[config.mk]
export PLATFORM = sky130hd
export DESIGN_NAME = bus_arbiter
export DESIGN_NICKNAME = d
export VERILOG_FILES = /design/src/rtl/bus_arbiter.sv
export SDC_FILE = /design/constraint.sdc
export NUM_CORES = 1
export LEC_CHECK = 0
export ABC_AREA = 1
export ABC_CLOCK_PERIOD_IN_PS = 1450
export CAP_MARGIN = 0
export CELL_PAD_IN_SITES_DETAIL_PLACEMENT = 1
export CELL_PAD_IN_SITES_GLOBAL_PLACEMENT = 2
export CORE_ASPECT_RATIO = 1.2
export CORE_MARGIN = 1
export CORE_UTILIZATION = 10
export CTS_BUF_LIST = sky130_fd_sc_hd__clkbuf_8 sky130_fd_sc_hd__clkbuf_16
export CTS_CLUSTER_SIZE = 40
export DETAILED_ROUTE_END_ITERATION = 6
export PLACE_DENSITY = 0.95
export REMOVE_ABC_BUFFERS = 1
export SYNTH_ARGS = -nofsm -noshare
export SYNTH_HDL_FRONTEND = slang
export SYNTH_SLANG_ARGS = --single-unit
[constraint.sdc]
create_clock -name clk -period 1.45 [get_ports clk]
set_input_delay 0.145 -clock clk [delete_from_list [all_inputs] [get_ports clk]]
set_output_delay 0.145 -clock clk [all_outputs]
set_load 0.02 [all_outputs]
[src/rtl/bus_arbiter.sv]
// Two-requester arbiter for the shared TileLink master port: MA wins ties,
// a starvation counter forces an IF grant after STARVE_LIMIT back-to-back MA wins.
//
// state   | meaning
// IDLE    | no owner, arbitrate on current a_valid
// GNT_IF  | IF owns A channel, waiting for bus a_ready
// GNT_MA  | MA owns A channel, waiting for bus a_ready
// WAIT_IF | IF request accepted, waiting for D response
// WAIT_MA | MA request accepted, waiting for D response
module bus_arbiter #(
  parameter int STARVE_LIMIT = 4,
  parameter int CNT_W        = 3,
  parameter int ADDR_W       = 32,
  parameter int DATA_W       = 32
) (
  input  logic              clk,
  input  logic              rst_n,
  // instruction-fetch requester
  input  logic              if_a_valid_i,
  input  logic [2:0]        if_a_opcode_i,
  input  logic [ADDR_W-1:0] if_a_address_i,
  input  logic [DATA_W-1:0] if_a_data_i,
  output logic              if_a_ready_o,
  output logic              if_d_valid_o,
  output logic [2:0]        if_d_opcode_o,
  output logic [1:0]        if_d_param_o,
  output logic [DATA_W-1:0] if_d_data_o,
  // memory-access requester
  input  logic              ma_a_valid_i,
  input  logic [2:0]        ma_a_opcode_i,
  input  logic [ADDR_W-1:0] ma_a_address_i,
  input  logic [DATA_W-1:0] ma_a_data_i,
  output logic              ma_a_ready_o,
  output logic              ma_d_valid_o,
  output logic [2:0]        ma_d_opcode_o,
  output logic [1:0]        ma_d_param_o,
  output logic [DATA_W-1:0] ma_d_data_o,
  // shared downstream port
  output logic              bus_a_valid_o,
  output logic [2:0]        bus_a_opcode_o,
  output logic [ADDR_W-1:0] bus_a_address_o,
  output logic [DATA_W-1:0] bus_a_data_o,
  input  logic              bus_a_ready_i,
  input  logic              bus_d_valid_i,
  input  logic [2:0]        bus_d_opcode_i,
  input  logic [1:0]        bus_d_param_i,
  input  logic [DATA_W-1:0] bus_d_data_i,
  output logic              bus_d_ready_o,
  // status
  output logic              grant_if,
  output logic              grant_ma,
  output logic              busy
);

  localparam logic [2:0] IDLE    = 3'd0;
  localparam logic [2:0] GNT_IF  = 3'd1;
  localparam logic [2:0] GNT_MA  = 3'd2;
  localparam logic [2:0] WAIT_IF = 3'd3;
  localparam logic [2:0] WAIT_MA = 3'd4;

  localparam logic [CNT_W-1:0] LIMIT = CNT_W'(STARVE_LIMIT);

  logic [2:0]       state_q, state_d;
  logic [CNT_W-1:0] starve_q, starve_d;
  logic             grant_if_q, grant_ma_q, busy_q;

  always_comb begin
    state_d  = state_q;
    starve_d = starve_q;
    case (state_q)
      IDLE: begin
        if (ma_a_valid_i && !(if_a_valid_i && starve_q == LIMIT)) begin
          state_d = GNT_MA;
          // only reachable with IF waiting while starve_q < LIMIT, so this saturates
          if (if_a_valid_i) starve_d = starve_q + 1'b1;
        end else if (if_a_valid_i) begin
          state_d  = GNT_IF;
          starve_d = '0;
        end
      end
      GNT_IF: begin
        if (!if_a_valid_i)      state_d = IDLE;
        else if (bus_a_ready_i) state_d = WAIT_IF;
      end
      GNT_MA: begin
        if (!ma_a_valid_i)      state_d = IDLE;
        else if (bus_a_ready_i) state_d = WAIT_MA;
      end
      WAIT_IF, WAIT_MA: begin
        if (bus_d_valid_i) state_d = IDLE;
      end
      default: state_d = IDLE;
    endcase
  end

  always_ff @(posedge clk or negedge rst_n) begin
    if (!rst_n) begin
      state_q    <= IDLE;
      starve_q   <= '0;
      grant_if_q <= 1'b0;
      grant_ma_q <= 1'b0;
      busy_q     <= 1'b0;
    end else begin
      state_q    <= state_d;
      starve_q   <= starve_d;
      grant_if_q <= (state_d == GNT_IF) || (state_d == WAIT_IF);
      grant_ma_q <= (state_d == GNT_MA) || (state_d == WAIT_MA);
      busy_q     <= (state_d == WAIT_IF) || (state_d == WAIT_MA);
    end
  end

  logic sel_if_a, sel_ma_a, sel_if_d, sel_ma_d;
  assign sel_if_a = (state_q == GNT_IF);
  assign sel_ma_a = (state_q == GNT_MA);
  assign sel_if_d = (state_q == WAIT_IF);
  assign sel_ma_d = (state_q == WAIT_MA);

  assign bus_a_valid_o   = (sel_if_a & if_a_valid_i) | (sel_ma_a & ma_a_valid_i);
  assign bus_a_opcode_o  = sel_ma_a ? ma_a_opcode_i  : if_a_opcode_i;
  assign bus_a_address_o = sel_ma_a ? ma_a_address_i : if_a_address_i;
  assign bus_a_data_o    = sel_ma_a ? ma_a_data_i    : if_a_data_i;
  assign if_a_ready_o    = sel_if_a & bus_a_ready_i;
  assign ma_a_ready_o    = sel_ma_a & bus_a_ready_i;

  assign if_d_valid_o  = sel_if_d & bus_d_valid_i;
  assign if_d_opcode_o = sel_if_d ? bus_d_opcode_i : 3'd0;
  assign if_d_param_o  = sel_if_d ? bus_d_param_i  : 2'd0;
  assign if_d_data_o   = sel_if_d ? bus_d_data_i   : '0;
  assign ma_d_valid_o  = sel_ma_d & bus_d_valid_i;
  assign ma_d_opcode_o = sel_ma_d ? bus_d_opcode_i : 3'd0;
  assign ma_d_param_o  = sel_ma_d ? bus_d_param_i  : 2'd0;
  assign ma_d_data_o   = sel_ma_d ? bus_d_data_i   : '0;
  assign bus_d_ready_o = 1'b1;

  assign grant_if = grant_if_q;
  assign grant_ma = grant_ma_q;
  assign busy     = busy_q;

  // a response in the acceptance cycle would be lost: the bus must never do this
  a_no_d_on_accept: assert property (@(posedge clk) disable iff (!rst_n)
    !(bus_a_valid_o && bus_a_ready_i && bus_d_valid_i));

endmodule

==> flow_summary.toml <==
[outcome]
status = "finished, violations left"
failed_checks = "design-rule violations, negative setup slack"

[sta]
fin_skew_ns = 0.003047
finalCritPeriodShare_pct = 123.5
fin_setup_tns_ns = -32.17
finalMaxSlewViolations = 0
fmax_mhz = 558.4
setup_violations = 147
final.setup.worst_slack_ns = -0.3408
rsz0062_at_grt = "yes"
final-hold-violation-count = 0
finalCriticalPeriod_ns = 1.791

[global_route]
grtUsageTotal_pct = 13.77
grt-ovfl-total = 0
grt_pass1_wl_um = 19400
grt_start_max_net_pins = 40
antenna_found_initial = 2
first_global_vias = 3359

[floorplan]
die_h_um = 150.2
ioPinCount = 327
fp.coreArea_mm2 = 0.01771
rows = 53
die_w_um = 125.5
die-area_mm2 = 0.01884
start_util_pct = 10.33

[logic_synthesis]
ys_types = 20
ys_seq_elements = 9
avgSynthCellArea_um2 = 7.009
synth_area_mm2 = 0.001829
async_flop_share_pct = 100.0
yosysWarningCount = 0
netlist_instances = 261
synth_edf_count = 0
synth_ff_type = "dfrtp_1"
synth_seq_area_share_pct = 12.31

[placement]
post_dp_cell_area_mm2 = 0.005375
hpwlAfterDp_um = 11110
place_congestion = 0.7183
place_ws_ns = -0.4731
portBuffers = 325
dp.cells = 804

[route]
wl_per_cell_um = 17.96
vias = 3281
route.detailed.drc = 54
viasPerCell = 3.929
drt-initial-drc-count = 83
drtPass1Iterations = 5
ant_nets = 0
drt-total-wl_um = 15000

[layout]
drive_above_1_share_pct = 51.14
final_common_cell = "clkdlybuf4s50_1"
final_nets = 794
final_cell_count_no_fill = 835
n_fill_cell = 2031
final_area_mm2 = 0.006042
syn2layout_area_growth_pct = 230.3
layout_common_cells = "179 x clkdlybuf4s50_1, 71 x buf_6, 67 x mux2_2, 55 x buf_2, 47 x inv_1"

[worst_setup_path]
critical_path_arrival_ns = 1.65
cp-end-kind = "output pin"
reg2reg_depth = 10
required_ns = 1.31
r2r_end = "grant_ma"
reg2reg_slack_ns = -0.09
cp-start-kind = "register"
path_class = "register to output pin"
critPathMaxFanout = 10
worstSetupStartpoint = "state_q[2]"
rr_startpoint = "state_q[1]"
critPathCapture = "bus_a_data_o[13]"

[clock_network]
cts.sinks = 9
cts_buffer_depth = 2
numCtsBuffers = 3
clk_pin_slew_ns = 0.04
clock_latency_ns = 0.24
root_buffer = "clkbuf_16"
cts_tree = "yes"
holdBufCountCts = 0
htree_levels = 1

[power]
pwr-share-seq_pct = 5.2
vdd_drop_max_mv = 0.5674
leakagePower_nw = 2.800
internal-power_mw = 4.534
switching_power_mw = 3.753
power_switching_share_pct = 45.28
combPwrFrac_pct = 88.8
pwr-share-clk_pct = 5.9
power.density_mw_per_mm2 = 1372

[hold_path]
hp-class = "input port to async pin"

[flow_run]
drv_cap = 0
[how the worst min path moves through the flow]
| stage | start | to | slack, ns |
|---|---|---|---|
| global placement | rst_n | starve_q[0] | 0.46 |
| CTS | rst_n | starve_q[2] | 0.22 |
| floorplan | rst_n | busy | -0.15 |
| detailed placement | rst_n | starve_q[1] | 0.48 |
| finish | rst_n | state_q[2] | 0.21 |
| global route | rst_n | state_q[0] | 0.24 |
[cell usage after synthesis, types with 2 or more instances]
library cell   n  area, um^2
o21ai_0        3       15.01
inv_1         51       191.4
ha_1           2       25.02
buf_2          6       30.03
nor2_1        83       311.6
nand3_1        9       45.04
dfrtp_1        9       225.2
clkbuf_1       2       7.510
nand4_1        3       18.77
mux2_2        67       754.5
nand2_1       12       45.04
clkbuf_8       6       82.58
[cells by family (layout without fill, tap and decap cells)]
kind of cell             count (synthesis)  in the layout  share of synthesized area (%)
buffers and inverters                   67            420                          18.26
AND/OR/NAND/NOR                        110            110                          24.90
other                                    1              2                         0.2050
flip-flops                               9              9                          12.31
multiplexers                            67             67                          41.24
AO/OA/AOI/OAI                            4              4                          1.231
XOR/XNOR                                 1              1                         0.4789
adder cells (fa/ha/maj)                  2              2                          1.368
[repair_timing]
action / in CTS / in global routing
setup endpoints to repair: 146 / 154
setup buffers: 8 / 5
cloned: 6 / 7
pin swaps: 2 / 12
resized for setup: 443 / 387
[power groups by stage]
stage / sequential (mW) / combinational (mW) / clock, mW
floorplan: 0.485 / 2.93 / 0
global placement: 0.428 / 6.04 / 0
detailed placement: 0.442 / 6.07 / 0
CTS: 0.429 / 6.33 / 0.499
global route: 0.445 / 7.81 / 0.513
finish: 0.434 / 7.36 / 0.491
[through the flow]
stage / hold slack [ns] / utilization [%] / power (mW)
after floorplan: -0.1506 / - / 3.419
after global placement: 0.4621 / 30.36 / 6.465
after detailed placement: 0.4771 / 30.36 / 6.511
after CTS: 0.2247 / 30.68 / 7.260
after global routing: 0.2445 / 34.11 / 8.765
final: 0.2115 / 34.12 / 8.287
[metal layers]
metal  wire (um)  vias to the layer above  GRT usage (%)  share of wire (%)
met5          10                        -              0              0.067
met1        4764                     1523          13.73                 32
met4         124                        2          2.195               0.83
li1            -                     1520              -                  -
met2        8273                      227          27.14                 55
met3        1826                        9          5.295                 12
[final cells by class]
class                           instances  area (um^2)  area share [%]
Inverter                               51        196.4           3.251
Antenna cell                            1        2.502         0.04142
Sequential cell                         9        226.5           3.748
Clock buffer                            3        75.07           1.242
Multi-Input combinational cell        185         1653           27.36
Clock inverter                          1        3.754         0.06212
Timing Repair Buffer                  365         3610           59.74
Tap cell                              220        275.3           4.556
[flip-flops by register name (all words and copies together), names as in the netlist]
| name | count |
|---|---|
| state_q | 3 |
| busy | 1 |
| grant_ma | 1 |
| starve_q | 3 |
| grant_if | 1 |
[worst max-delay path: stages, from the launching register on]
cell     delay (ns)
dfrtp_1        0.38
inv_2          0.11
nand3_4        0.09
buf_6          0.14
buf_12         0.14
buf_4          0.13
mux2_2         0.27
buf_6          0.14
Note: power is estimated with default switching activity, not from simulation.
==> RTL change (same settings) <==
Set the parameter `ADDR_W` to 28 (it was 32).
--- a/src/rtl/bus_arbiter.sv
+++ b/src/rtl/bus_arbiter.sv
@@ -10,7 +10,7 @@
 module bus_arbiter #(
   parameter int STARVE_LIMIT = 4,
   parameter int CNT_W        = 3,
-  parameter int ADDR_W       = 32,
+  parameter int ADDR_W       = 28,
   parameter int DATA_W       = 32
 ) (
   input  logic              clk,
Interface: changed (resized bus_a_address_o, if_a_address_i and ma_a_address_i); port bits go from 327 to 315. The function was not compared with the original's and may differ.
==> RTL change against the unedited design <==
The flow finishes with violations (setup timing); critical path depth down 1; wire length down 5.4%; die area up 2.8%; clock skew up 0.0016 ns; non-clock buffer count up 9; worst setup slack better by 0.024 ns; area after synthesis up 2.8%; core utilization up 0.86 points; sequential cell count unchanged; total power up 7.0%; final area up 6.0%; sequential share of layout area down 0.21 points; largest power group unchanged; highest routed layer is now met4.
==> RTL change: results <==
set metrics [dict create \
    grt_pass1_wl_mm 20.20 \
    wire_per_inst_um 16.19 \
    place_ws_ns -0.6020 \
    ir_drop_v 0.0007612 \
    grt_util_met1_pct 13.30 \
    top_regs "starve_q (3), state_q (3)" \
    critPathCapture "bus_a_data_o[16]" \
    antenna_found_initial 4 \
    leakagePower_uw 0.003057 \
    grt_max_degree 17 \
    syn_inst 257 \
    vias_per_cell 3.685 \
    setup_viol 142 \
    violations "setup timing" \
    use_met2_pct 27.52 \
    post_cts_buffers 7 \
    cp.arrival_ns 1.62 \
    cp-startpoint "state_q[2]$_DFF_PN0_" \
    met2_length_mm 7.505 \
    ys_top_cells_by_count "nor2_1 (84), inv_1 (50), mux2_4 (39)" \
    swShare_pct 42.51 \
    met1Wirelength_mm 5.056 \
    gp_congestion 0.8111 \
    cts.clk_slew.worst_paths_ns 0.04 \
    vias 3228 \
    drive_gt1_share_pct 53.23 \
    dpl.hpwl_mm 11.37 \
    numPlacedInstances 850 \
    track_usage_pct 13.92 \
    switchingPower_uw 3769 \
    place_area_um2 5607 \
    use_met3_pct 5.442 \
    yosysSeqAreaShare_pct 11.98 \
    finalSetupTns_ns -32.69 \
    clock_power_uw 496 \
    crit_fanout 9 \
    nNetsFinal 792 \
    io_buffer_count 313 \
    wl_met3_mm 1.478 \
    first_pass_iters 4 \
    status "complete, but fails checks" \
    layout_setup_ws_ns -0.3169 \
    reg2regPathDepth 9 \
    cts_resized 872 \
    synth_area_leaders "mux2_4 (31%), nor2_1 (17%), mux2_2 (14%), dfrtp_1 (12%), inv_1 (10%)" \
    clock_skew_ns 0.004653 \
    drt_iter0_markers 8 \
    seq_power_uw 441 \
    r2r_slack_ns 0 \
]
[RTL change: changes by cell type after synthesis, sizes merged]
| cell | unedited run | this run |
|---|---|---|
| clkbuf | 8 | 2 |
| mux2 | 67 | 63 |
| buf | 8 | 14 |
[RTL change: cell type report]
| cell class | instances | area [um^2] |
|---|---|---|
| Tap cell | 252 | 315.3 |
| Clock buffer | 3 | 75.07 |
| Clock inverter | 1 | 3.754 |
| Timing Repair Buffer | 374 | 3854 |
| Sequential cell | 9 | 226.5 |
| Antenna cell | 4 | 10.01 |
| Fill cell | 2085 | 11910 |
| Inverter | 51 | 191.4 |
| Multi-Input combinational cell | 182 | 1729 |
[RTL change: cell families after synthesis]
logic type	synth area share, %
AND/OR/NAND/NOR	23.42
buffers and inverters	15.90
multiplexers	45.51
flip-flops	11.98
AO/OA/AOI/OAI	1.198
adder cells (fa/ha/maj)	1.330
other	0.1994
XOR/XNOR	0.4658
